$ cat src/rtl/id_ex_stage.sv
// id_ex_stage: ID/EX pipeline register sitting directly in front of the ALU.
// Captures a decoded instruction and its register-file operands. It decodes
// opcode/funct3/funct7 into the 4-bit ALU control code and resolves operand
// forwarding from EX/MEM and MEM/WB. The ALU-side entry appears one cycle after
// it is accepted.
//
// Ports:
//   clk, rst          rising-edge clock, synchronous active-high reset
//   in_valid/in_ready decode-side handshake (in_ready = !out_valid || out_ready)
//   instr             raw instruction word
//   rs1_data/rs2_data register-file read data
//   exm_*             EX/MEM write-back bypass (highest forwarding priority)
//   wb_*              MEM/WB write-back bypass
//   flush             kills the held entry and drops the incoming one
//   out_valid/out_ready ALU-side handshake
//   alu_in_a/alu_in_b/alu_control  operands and operation for the ALU
//   rd, reg_write     destination register and write enable
//   illegal           instruction is not executable by this stage
module id_ex_stage #(
    parameter int XLEN = 32
) (
    input  logic            clk,
    input  logic            rst,
    input  logic            in_valid,
    output logic            in_ready,
    input  logic [31:0]     instr,
    input  logic [XLEN-1:0] rs1_data,
    input  logic [XLEN-1:0] rs2_data,
    input  logic            exm_reg_write,
    input  logic [4:0]      exm_rd,
    input  logic [XLEN-1:0] exm_result,
    input  logic            wb_reg_write,
    input  logic [4:0]      wb_rd,
    input  logic [XLEN-1:0] wb_result,
    input  logic            flush,
    output logic            out_valid,
    input  logic            out_ready,
    output logic [XLEN-1:0] alu_in_a,
    output logic [XLEN-1:0] alu_in_b,
    output logic [3:0]      alu_control,
    output logic [4:0]      rd,
    output logic            reg_write,
    output logic            illegal
);

    localparam logic [6:0] OP_R_TYPE = 7'b0110011;
    localparam logic [6:0] OP_I_TYPE = 7'b0010011;

    // Operand source select shared by fresh decode and held-entry refresh:
    // x0 always reads zero, EX/MEM beats MEM/WB, otherwise the fallback value.
    function automatic logic [XLEN-1:0] select_operand(
        input logic [4:0]      idx,
        input logic [XLEN-1:0] fallback,
        input logic            exm_we,
        input logic [4:0]      exm_idx,
        input logic [XLEN-1:0] exm_val,
        input logic            wb_we,
        input logic [4:0]      wb_idx,
        input logic [XLEN-1:0] wb_val
    );
        logic [XLEN-1:0] result;
        if (idx == 5'd0) begin
            result = {XLEN{1'b0}};
        end else if (exm_we && (exm_idx == idx)) begin
            result = exm_val;
        end else if (wb_we && (wb_idx == idx)) begin
            result = wb_val;
        end else begin
            result = fallback;
        end
        return result;
    endfunction

    // Stored entry
    logic            valid_r;
    logic [XLEN-1:0] alu_in_a_r;
    logic [XLEN-1:0] alu_in_b_r;
    logic [3:0]      alu_control_r;
    logic [4:0]      rd_r;
    logic            reg_write_r;
    logic            illegal_r;
    // Source indices and "operand came from a register" flags kept for refresh
    logic [4:0]      rs1_idx_r;
    logic [4:0]      rs2_idx_r;
    logic            a_fwd_r;
    logic            b_fwd_r;

    // Instruction fields
    logic [6:0]      opcode_s;
    logic [2:0]      funct3_s;
    logic [6:0]      funct7_s;
    logic [4:0]      rs1_s;
    logic [4:0]      rs2_s;
    logic [4:0]      rd_s;

    // Decode results
    logic            dec_legal_s;
    logic            dec_is_r_s;
    logic            dec_is_shift_s;
    logic [3:0]      dec_ctrl_s;
    logic [XLEN-1:0] dec_a_s;
    logic [XLEN-1:0] dec_b_s;

    // Held-entry refresh values and handshake terms
    logic [XLEN-1:0] held_a_s;
    logic [XLEN-1:0] held_b_s;
    logic            load_s;
    logic            hold_s;

    assign opcode_s = instr[6:0];
    assign rd_s     = instr[11:7];
    assign funct3_s = instr[14:12];
    assign rs1_s    = instr[19:15];
    assign rs2_s    = instr[24:20];
    assign funct7_s = instr[31:25];

    assign in_ready = !valid_r || out_ready;
    assign load_s   = in_valid && in_ready;
    assign hold_s   = valid_r && !out_ready;

    // Opcode/funct decode into legality, ALU code and operand-B kind
    always_comb begin
        dec_legal_s    = 1'b0;
        dec_is_r_s     = 1'b0;
        dec_is_shift_s = 1'b0;
        dec_ctrl_s     = 4'b0010;
        case (opcode_s)
            OP_R_TYPE: begin
                dec_is_r_s  = 1'b1;
                dec_legal_s = 1'b1;
                case ({funct7_s, funct3_s})
                    10'b0000000_000: dec_ctrl_s = 4'b0010;
                    10'b0100000_000: dec_ctrl_s = 4'b0100;
                    10'b0000000_001: dec_ctrl_s = 4'b0011;
                    10'b0000000_010: dec_ctrl_s = 4'b1000;
                    10'b0000000_100: dec_ctrl_s = 4'b0111;
                    10'b0000000_101: dec_ctrl_s = 4'b0101;
                    10'b0000000_110: dec_ctrl_s = 4'b0001;
                    10'b0000000_111: dec_ctrl_s = 4'b0000;
                    10'b0000001_000: dec_ctrl_s = 4'b0110;
                    default: begin
                        dec_legal_s = 1'b0;
                        dec_ctrl_s  = 4'b0010;
                    end
                endcase
            end
            OP_I_TYPE: begin
                dec_legal_s = 1'b1;
                case (funct3_s)
                    3'b000: dec_ctrl_s = 4'b0010;
                    3'b010: dec_ctrl_s = 4'b1000;
                    3'b100: dec_ctrl_s = 4'b0111;
                    3'b110: dec_ctrl_s = 4'b0001;
                    3'b111: dec_ctrl_s = 4'b0000;
                    3'b001: begin
                        dec_is_shift_s = 1'b1;
                        if (funct7_s == 7'b0000000) begin
                            dec_ctrl_s = 4'b0011;
                        end else begin
                            dec_legal_s = 1'b0;
                            dec_ctrl_s  = 4'b0010;
                        end
                    end
                    3'b101: begin
                        dec_is_shift_s = 1'b1;
                        if (funct7_s == 7'b0000000) begin
                            dec_ctrl_s = 4'b0101;
                        end else begin
                            dec_legal_s = 1'b0;
                            dec_ctrl_s  = 4'b0010;
                        end
                    end
                    default: begin
                        dec_legal_s = 1'b0;
                        dec_ctrl_s  = 4'b0010;
                    end
                endcase
            end
            default: begin
                dec_legal_s = 1'b0;
                dec_ctrl_s  = 4'b0010;
            end
        endcase
    end

    // Operand build for a fresh entry; immediates never take the bypass
    always_comb begin
        dec_a_s = {XLEN{1'b0}};
        dec_b_s = {XLEN{1'b0}};
        if (dec_legal_s) begin
            dec_a_s = select_operand(rs1_s, rs1_data, exm_reg_write, exm_rd, exm_result,
                                     wb_reg_write, wb_rd, wb_result);
            if (dec_is_r_s) begin
                dec_b_s = select_operand(rs2_s, rs2_data, exm_reg_write, exm_rd, exm_result,
                                         wb_reg_write, wb_rd, wb_result);
            end else if (dec_is_shift_s) begin
                dec_b_s = {{(XLEN-5){1'b0}}, instr[24:20]};
            end else begin
                dec_b_s = {{(XLEN-12){instr[31]}}, instr[31:20]};
            end
        end else begin
            dec_a_s = {XLEN{1'b0}};
            dec_b_s = {XLEN{1'b0}};
        end
    end

    // Refresh of a stalled entry: a late write to a source register updates it
    always_comb begin
        held_a_s = alu_in_a_r;
        held_b_s = alu_in_b_r;
        if (a_fwd_r) begin
            held_a_s = select_operand(rs1_idx_r, alu_in_a_r, exm_reg_write, exm_rd, exm_result,
                                      wb_reg_write, wb_rd, wb_result);
        end else begin
            held_a_s = alu_in_a_r;
        end
        if (b_fwd_r) begin
            held_b_s = select_operand(rs2_idx_r, alu_in_b_r, exm_reg_write, exm_rd, exm_result,
                                      wb_reg_write, wb_rd, wb_result);
        end else begin
            held_b_s = alu_in_b_r;
        end
    end

    // Pipeline register: reset > flush > load > hold-refresh > drain
    always_ff @(posedge clk) begin
        if (rst) begin
            valid_r       <= 1'b0;
            alu_in_a_r    <= {XLEN{1'b0}};
            alu_in_b_r    <= {XLEN{1'b0}};
            alu_control_r <= 4'b0000;
            rd_r          <= 5'd0;
            reg_write_r   <= 1'b0;
            illegal_r     <= 1'b0;
            rs1_idx_r     <= 5'd0;
            rs2_idx_r     <= 5'd0;
            a_fwd_r       <= 1'b0;
            b_fwd_r       <= 1'b0;
        end else if (flush) begin
            valid_r <= 1'b0;
        end else if (load_s) begin
            valid_r       <= 1'b1;
            alu_in_a_r    <= dec_a_s;
            alu_in_b_r    <= dec_b_s;
            alu_control_r <= dec_legal_s ? dec_ctrl_s : 4'b0010;
            rd_r          <= dec_legal_s ? rd_s : 5'd0;
            reg_write_r   <= dec_legal_s && (rd_s != 5'd0);
            illegal_r     <= !dec_legal_s;
            rs1_idx_r     <= rs1_s;
            rs2_idx_r     <= rs2_s;
            a_fwd_r       <= dec_legal_s;
            b_fwd_r       <= dec_legal_s && dec_is_r_s;
        end else if (hold_s) begin
            alu_in_a_r <= held_a_s;
            alu_in_b_r <= held_b_s;
        end else begin
            valid_r <= 1'b0;
        end
    end

    assign out_valid   = valid_r;
    assign alu_in_a    = alu_in_a_r;
    assign alu_in_b    = alu_in_b_r;
    assign alu_control = alu_control_r;
    assign rd          = rd_r;
    assign reg_write   = reg_write_r;
    assign illegal     = illegal_r;

endmodule

$ cat config.mk
export PLATFORM = sky130hd
export DESIGN_NAME = id_ex_stage
export DESIGN_NICKNAME = d
export VERILOG_FILES = /design/src/rtl/id_ex_stage.sv
export SDC_FILE = /design/constraint.sdc
export NUM_CORES = 1
export LEC_CHECK = 0
export BUFFER_PORTS_ARGS = -buffer_cell sky130_fd_sc_hd__buf_2
export CAP_MARGIN = 10
export CORE_MARGIN = 8
export CORE_UTILIZATION = 40
export DETAILED_ROUTE_END_ITERATION = 10
export PLACE_DENSITY = 0.66
export SLEW_MARGIN = 25
export SYNTH_ARGS = -nofsm -noshare
export SYNTH_HDL_FRONTEND = slang
export SYNTH_SLANG_ARGS = --single-unit
export TNS_END_PERCENT = 1
$ cat constraint.sdc
create_clock -name clk -period 2.6 [get_ports clk]
set_clock_uncertainty 0.1 [all_clocks]
set_input_delay 0.39 -clock clk [delete_from_list [all_inputs] [get_ports clk]]
set_output_delay 0.39 -clock clk [all_outputs]
set_load 0.05 [all_outputs]
After elaboration in Yosys (flattened, before gate mapping)

Index checks and enable logic that the tools add are counted.

Add/subtract/negate cells: 0
$mul: 0
Divide/modulo/power cells: 0
$lt $le $gt $ge: 0
Eq/ne operators: 25
Shift-type cells: 0
Muxes and demuxes: 38
Bitwise logic cells: 1
Reduce and logical (&&, ||, !) cells: 36

Operators by type and width:

| kind                                                 | number |
|---|---|
| two-way mux 32 bit                                   | 22 |
| equality test 10 x 3 -> 1 bit, second input constant | 4 |
| equality test 5 bit                                  | 8 |
| case mux 4 bit (8 select lines)                      | 1 |
| case mux 4 bit (6 select lines)                      | 1 |
| zero test 5 bit                                      | 4 |
| equality test 3 bit, second input constant           | 4 |
| logical AND 1 bit                                    | 12 |
| equality test 10 x 1 -> 1 bit, second input constant | 1 |
| equality test 10 x 2 -> 1 bit, second input constant | 1 |
| equality test 10 x 4 -> 1 bit, second input constant | 1 |
| equality test 10 x 9 -> 1 bit, second input constant | 1 |
| zero test 10 bit                                     | 1 |
| OR reduction 9 bit                                   | 1 |
| two-way mux 1 bit                                    | 8 |
| case mux 4 bit (2 select lines)                      | 1 |
| AND reduction 4 bit                                  | 2 |
| nonzero test 4 bit                                   | 2 |
| equality test 7 x 5 -> 1 bit, second input constant  | 1 |
| equality test 7 x 6 -> 1 bit, second input constant  | 1 |
| zero test 7 bit                                      | 1 |
| nonzero test 2 bit                                   | 3 |
| two-way mux 5 bit                                    | 1 |
| nonzero test 5 bit                                   | 1 |
| other kinds (13)                                     | 17 |

Bits in registers: 88
Latch bits: 0
Memory bits (writable): 0
Bits in read-only memories: 0
Input port bits: 177
Output and inout bits: 77
Word-level logic and storage cells: 111
Memories kept: 0

Logic depth before layout (Yosys ltp)

Depth in word-level cells: 8
Mapped depth: 10

Worst setup path after synthesis

Ideal clock, no wire load.

Path type: register to register
Start point: reg valid_r (netlist: out_valid)
End point: reg alu_in_b_r[11] (netlist: alu_in_b[11])
Setup time: 0.091 ns
Arrival time: 2.818 ns
Required time: 2.409 ns
Path slack: -0.409 ns
Cell stages (with the launch flop): 10
Buffers on the path: 2
Period minus slack after synthesis: 3.009 ns
Path through: dfxtp_1 -> nor2b_1 -> inv_1 -> and3_1 -> clkbuf_1 -> a311o_1 -> o21bai_1 -> a31oi_1 -> clkbuf_1 -> a311oi_1

Cells in the longest elaborated chain, start to end: 5
Elaborated cells between the ends (all ways): 9
Classes of those cells: 1 x mux; 8 x reduce/logical

RTL lines:

| item                                                                      | line | text |
|---|---|---|
| from (decl)                                                               | 75   | `logic valid_r;` |
| from (signal assigned)                                                    | 228  | `valid_r <= 1'b0;` |
| from (signal assigned)                                                    | 240  | `valid_r <= 1'b0;` |
| from (signal assigned)                                                    | 242  | `valid_r <= 1'b1;` |
| zero test 1 bit (*)                                                       | 117  | `assign in_ready = !valid_r \|\| out_ready;` |
| logical OR 1 bit (*)                                                      | 117  |  |
| net in_ready                                                              | 25   | `output logic in_ready,` |
| logical AND 1 bit (*)                                                     | 118  | `assign load_s = in_valid && in_ready;` |
| nonzero test 4 bit (no line) / nonzero test 2 bit (equally long branches) | -    |  |
| AND reduction 4 bit (no line)                                             | -    |  |
| to (signal assigned)                                                      | 230  | `alu_in_b_r <= {XLEN{1'b0}};` |
| to (signal assigned)                                                      | 244  | `alu_in_b_r <= dec_b_s;` |
| to (signal assigned)                                                      | 255  | `alu_in_b_r <= held_b_s;` |
| to (decl)                                                                 | 77   | `logic [XLEN-1:0] alu_in_b_r;` |

Mark *: on every way through the listed nets, which the timed path passes. The rest lies on a longest branch.
A chain may end at the register's enable or synchronous reset.

Worst setup path in the final report

Start point: in instr[27]
End point: reg alu_in_a_r[21] (netlist: alu_in_a[21])

Cells in the longest elaborated chain, start to end: 6
Elaborated cells between the ends (all ways): 17
Classes of those cells: 8 x eq/ne; 6 x mux; 3 x reduce/logical

RTL lines:

| item                                                                        | line     | text |
|---|---|---|
| from (decl)                                                                 | 26       | `input logic [31:0] instr,` |
| equality test 10 x 4 -> 1 bit, or another cell as far along                 | 131      | `case ({funct7_s, funct3_s})` |
| OR reduction 9 bit (no line) / two-way mux 1 bit (equally long branches)    | -        |  |
| two-way mux 1 bit / case mux 1 bit (2 select lines) (equally long branches) | 131, 149 |  |
| case mux 1 bit (2 select lines) (*)                                         | 127      | `case (opcode_s)` |
| two-way mux 32 bit (*)                                                      | 190      | `if (dec_legal_s) begin` |
| two-way mux 32 bit (*)                                                      | 241      | `end else if (load_s) begin` |
| to (signal assigned)                                                        | 229      | `alu_in_a_r <= {XLEN{1'b0}};` |
| to (signal assigned)                                                        | 243      | `alu_in_a_r <= dec_a_s;` |
| to (signal assigned)                                                        | 254      | `alu_in_a_r <= held_a_s;` |
| to (decl)                                                                   | 76       | `logic [XLEN-1:0] alu_in_a_r;` |

Mark *: on every way between the ends. The rest lies on a longest branch, timed or not.

==> impl_metrics.yaml <==
clock_tree:
  clk_pin_slew_worst_paths_ns: 0.07
  h-tree-depth: 3
  cts_buffers: 9
  hold_buffers: 0
  cts_num_sinks: 88
  clockRootBuffer: "clkbuf_16"
  clk_path_buf_depth: 2
  insertion_delay_ns: 0.35
  cts_setup_buffers: 0
  tritoncts: "done"
sta:
  slew-limit-headroom: 0.541
  period_minus_slack_ns: 2.52
  setup_viol: 0
  max_freq_mhz: 396
  fin_hold_ws_ns: 0.122
  hold_violations: 0
  setup_tns_ns: 0
  grt_setup_unrepaired: "no"
  worst_pin_slew_ns: 0.686
  drv_slew: 0
  timing.final.crit_share: 0.970
final_layout:
  drive_above_1_share: 0.314
  multi_input_area_um2: 4690
  area_delta_synth_final_pct: 34.1
  fin_nets: 1377
  n_fill_cell: 1631
  seq_area_um2: 1760
  fin_area_um2: 9110
  final_core_util: 0.549
setup_path:
  crit_path_frequent_cell: "or4_4"
  required_ns: 2.77
  timing.rr.end: "alu_in_b[28]$_SDFFE_PP0P_"
  reg2regPathDepth: 7
  endpoint_kind: "flip-flop"
  slowest_delay_ns: 0.53
  worstPathArrival_ns: 2.69
  crit_fanout: 11
  r2r_slack_ns: 0.13
  cp_slowest_cell: "or4_4"
  path_cells: "buf_2 -> or4_4 -> or4_4 -> a211o_1 -> o21a_1 -> buf_4 -> a2111o_1 -> a211oi_1"
  crit_type: "in -> reg"
  cp-start-kind: "input pin"
  rr_startpoint: "rs2_idx_r[1]$_SDFFE_PP0P_"
place:
  gp_congestion: 0.886
  placed_area_um2: 8800
  port_buffers: 253
  dp_hpwl_um: 23100
pwr:
  power.total_w: 0.00426
  vdd_drop_max_mv: 0.355
  p_leak_nw: 3.75
  power.density_nw_per_um2: 468
job:
  maxCapViolations: 0
route:
  highest_layer: "met4"
  vias: 8752
  routed_via_density: 6.14
  drc_errors: 0
  dr.pass1.iters: 5
  initialDrtViolationCount: 899
  wl_met1_um: 12900
  drt_wl_total_um: 31200
  drtAntennaViolNets: 0
  post_drt_wl_per_cell_um: 21.8
  dr_wl_met2_um: 13900
  met3_length_um: 3420
logic_synthesis:
  yosysUniqueCellTypes: 52
  syn_inst: 958
  ys_ff_latch: 88
  yosys_warnings: 0
  synth_nets: 1135
  seq_area_frac_synth: 0.259
  async_flop_share: 0
  synth_edf_count: 0
  syn_area_um2: 6800
  avgSynthCellArea_um2: 7.10
  synth_top_flop_cell: "dfxtp_1"
global_routing:
  grt_overflow_total: 0
  grt_pass1_wl_um: 47700
  track_usage: 0.275
  grt_antenna_before_repair: 1
  grt_pass1_vias: 8577
  grt_max_degree: 47
die:
  rows: 47
  dieArea_um2: 21400
  core_um2: 16600
  dieWidth_um: 146
  start_util: 0.410
  die_h_um: 146
  ios: 254
worst_hold_path:
  hold-path-cell-count: 2
  hold_path_end: "out_valid$_SDFFE_PP0P_"
  worstHoldPathType: "in -> reg"
  hold_path.startpoint: "flush"
status:
  status: "completed"
==> worst max-delay path: cells and delay by family <==
| family | cells | cell delay [ns] |
|---|---|---|
| simple gates | 2 | 0.96 |
| buf+inv | 2 | 0.32 |
| compound gates | 4 | 1.03 |
==> worst max path at each step <==
stage | endpoint | cells after the start | start | slack, ns
after global placement | alu_in_a[14]$_SDFFE_PP0P_ | 8 | instr[27] | -0.25
after detailed placement | alu_in_a[6]$_SDFFE_PP0P_ | 8 | instr[27] | -0.30
final | alu_in_a[21]$_SDFFE_PP0P_ | 8 | instr[27] | 0.08
after global routing | alu_in_b[1]$_SDFFE_PP0P_ | 7 | instr[27] | 0.001
after CTS | alu_in_a[1]$_SDFFE_PP0P_ | 8 | instr[27] | 0.07
after floorplan | alu_in_b[1]$_SDFFE_PP0P_ | 7 | instr[27] | -0.15
==> Yosys cell counts, types with 2 or more instances <==
library cell / n / area [µm²]
a2111o_1: 24 / 270
a2111oi_0: 8 / 70.1
a211o_1: 16 / 140
a211oi_1: 72 / 541
a21oi_1: 86 / 430
a311o_1: 7 / 70.1
a311oi_1: 27 / 236
a31oi_1: 40 / 250
and2_1: 3 / 18.8
and3_1: 31 / 194
buf_1: 3 / 11.3
buf_2: 3 / 15.0
clkbuf_1: 98 / 368
dfxtp_1: 88 / 1760
inv_1: 6 / 22.5
mux2_2: 5 / 56.3
mux2i_1: 24 / 240
nand2_1: 111 / 417
nand3_1: 31 / 155
nand4_1: 23 / 144
nor2_1: 110 / 413
nor2b_1: 3 / 18.8
nor3_1: 25 / 125
nor4_1: 4 / 25.0
o21ai_0: 34 / 170
o21ai_1: 3 / 15.0
o21ba_2: 2 / 20.0
o31a_1: 2 / 17.5
o31ai_1: 2 / 15.0
or2_2: 3 / 18.8
or4_1: 4 / 30.0
or4_4: 2 / 22.5
xnor2_1: 28 / 245
xor2_1: 12 / 105
==> cells by family after synthesis <==
logic type | Yosys count | synth area share
simple gates | 357 | 0.241
xor+xnor | 40 | 0.0515
flops | 88 | 0.259
compound gates | 333 | 0.342
mux | 29 | 0.0436
buf+inv | 111 | 0.0629
==> flip-flops by register name (all words and copies together), names as in the netlist <==
register and count:
rd 5, a_fwd_r 1, b_fwd_r 1, alu_in_a 32, reg_write 1, alu_in_b 32, rs1_idx_r 5, out_valid 1
alu_control 4, illegal 1, rs2_idx_r 5
==> layout make-up <==
class / instances / share of cell area
clock buffers: 11 / 0.0266
diodes: 1 / 0.000275
multi-input cells: 759 / 0.515
flip-flops and latches: 88 / 0.193
clock inverters: 5 / 0.00618
inverters: 6 / 0.00247
well taps: 220 / 0.0302
repair buffers: 336 / 0.226
==> layer usage <==
metal	up-vias	track usage
met5	-	0
met1	4039	0.352
met4	0	0.106
li1	4081	-
met2	551	0.435
met3	81	0.0705
==> repair_timing <==
item | 4_1_cts | 5_1_grt
setup endpoints to repair | 0 | 6
gates resized for setup | 0 | 3
endpoints found under the hold margin | 0 | 0
==> layout by cell type, fill, tap and decap left out, types with 5 or more instances in the layout <==
master / instances
buf_4: 70
xor2_1: 12
nor3_1: 25
mux2i_1: 24
clkbuf_16: 9
inv_1: 6
a311o_1: 7
buf_2: 252
nand2_1: 111
a21oi_1: 86
a31oi_1: 39
nand3_1: 31
a211o_1: 16
and3_1: 31
dfxtp_1: 87
a311oi_1: 27
mux2_2: 5
a2111oi_0: 7
nor2_1: 107
a2111o_1: 24
nand4_1: 23
buf_12: 13
o21ai_0: 33
a211oi_1: 71
xnor2_1: 28
==> through the flow <==
stage | std cells | worst slack (ns)
after floorplan | 958 | -0.149
after global placement | 1409 | -0.252
final | 1426 | 0.0776
after detailed placement | 1409 | -0.304
after CTS | 1425 | 0.0675
after global routing | 1426 | 0.000973
==> power by group <==
group          switching [W]  internal (W)  total, W
clock               0.000611      0.000772   0.00138
sequential         0.0000599       0.00144   0.00150
combinational       0.000918      0.000468   0.00139
No activity file was read; power rests on OpenSTA's default activity.
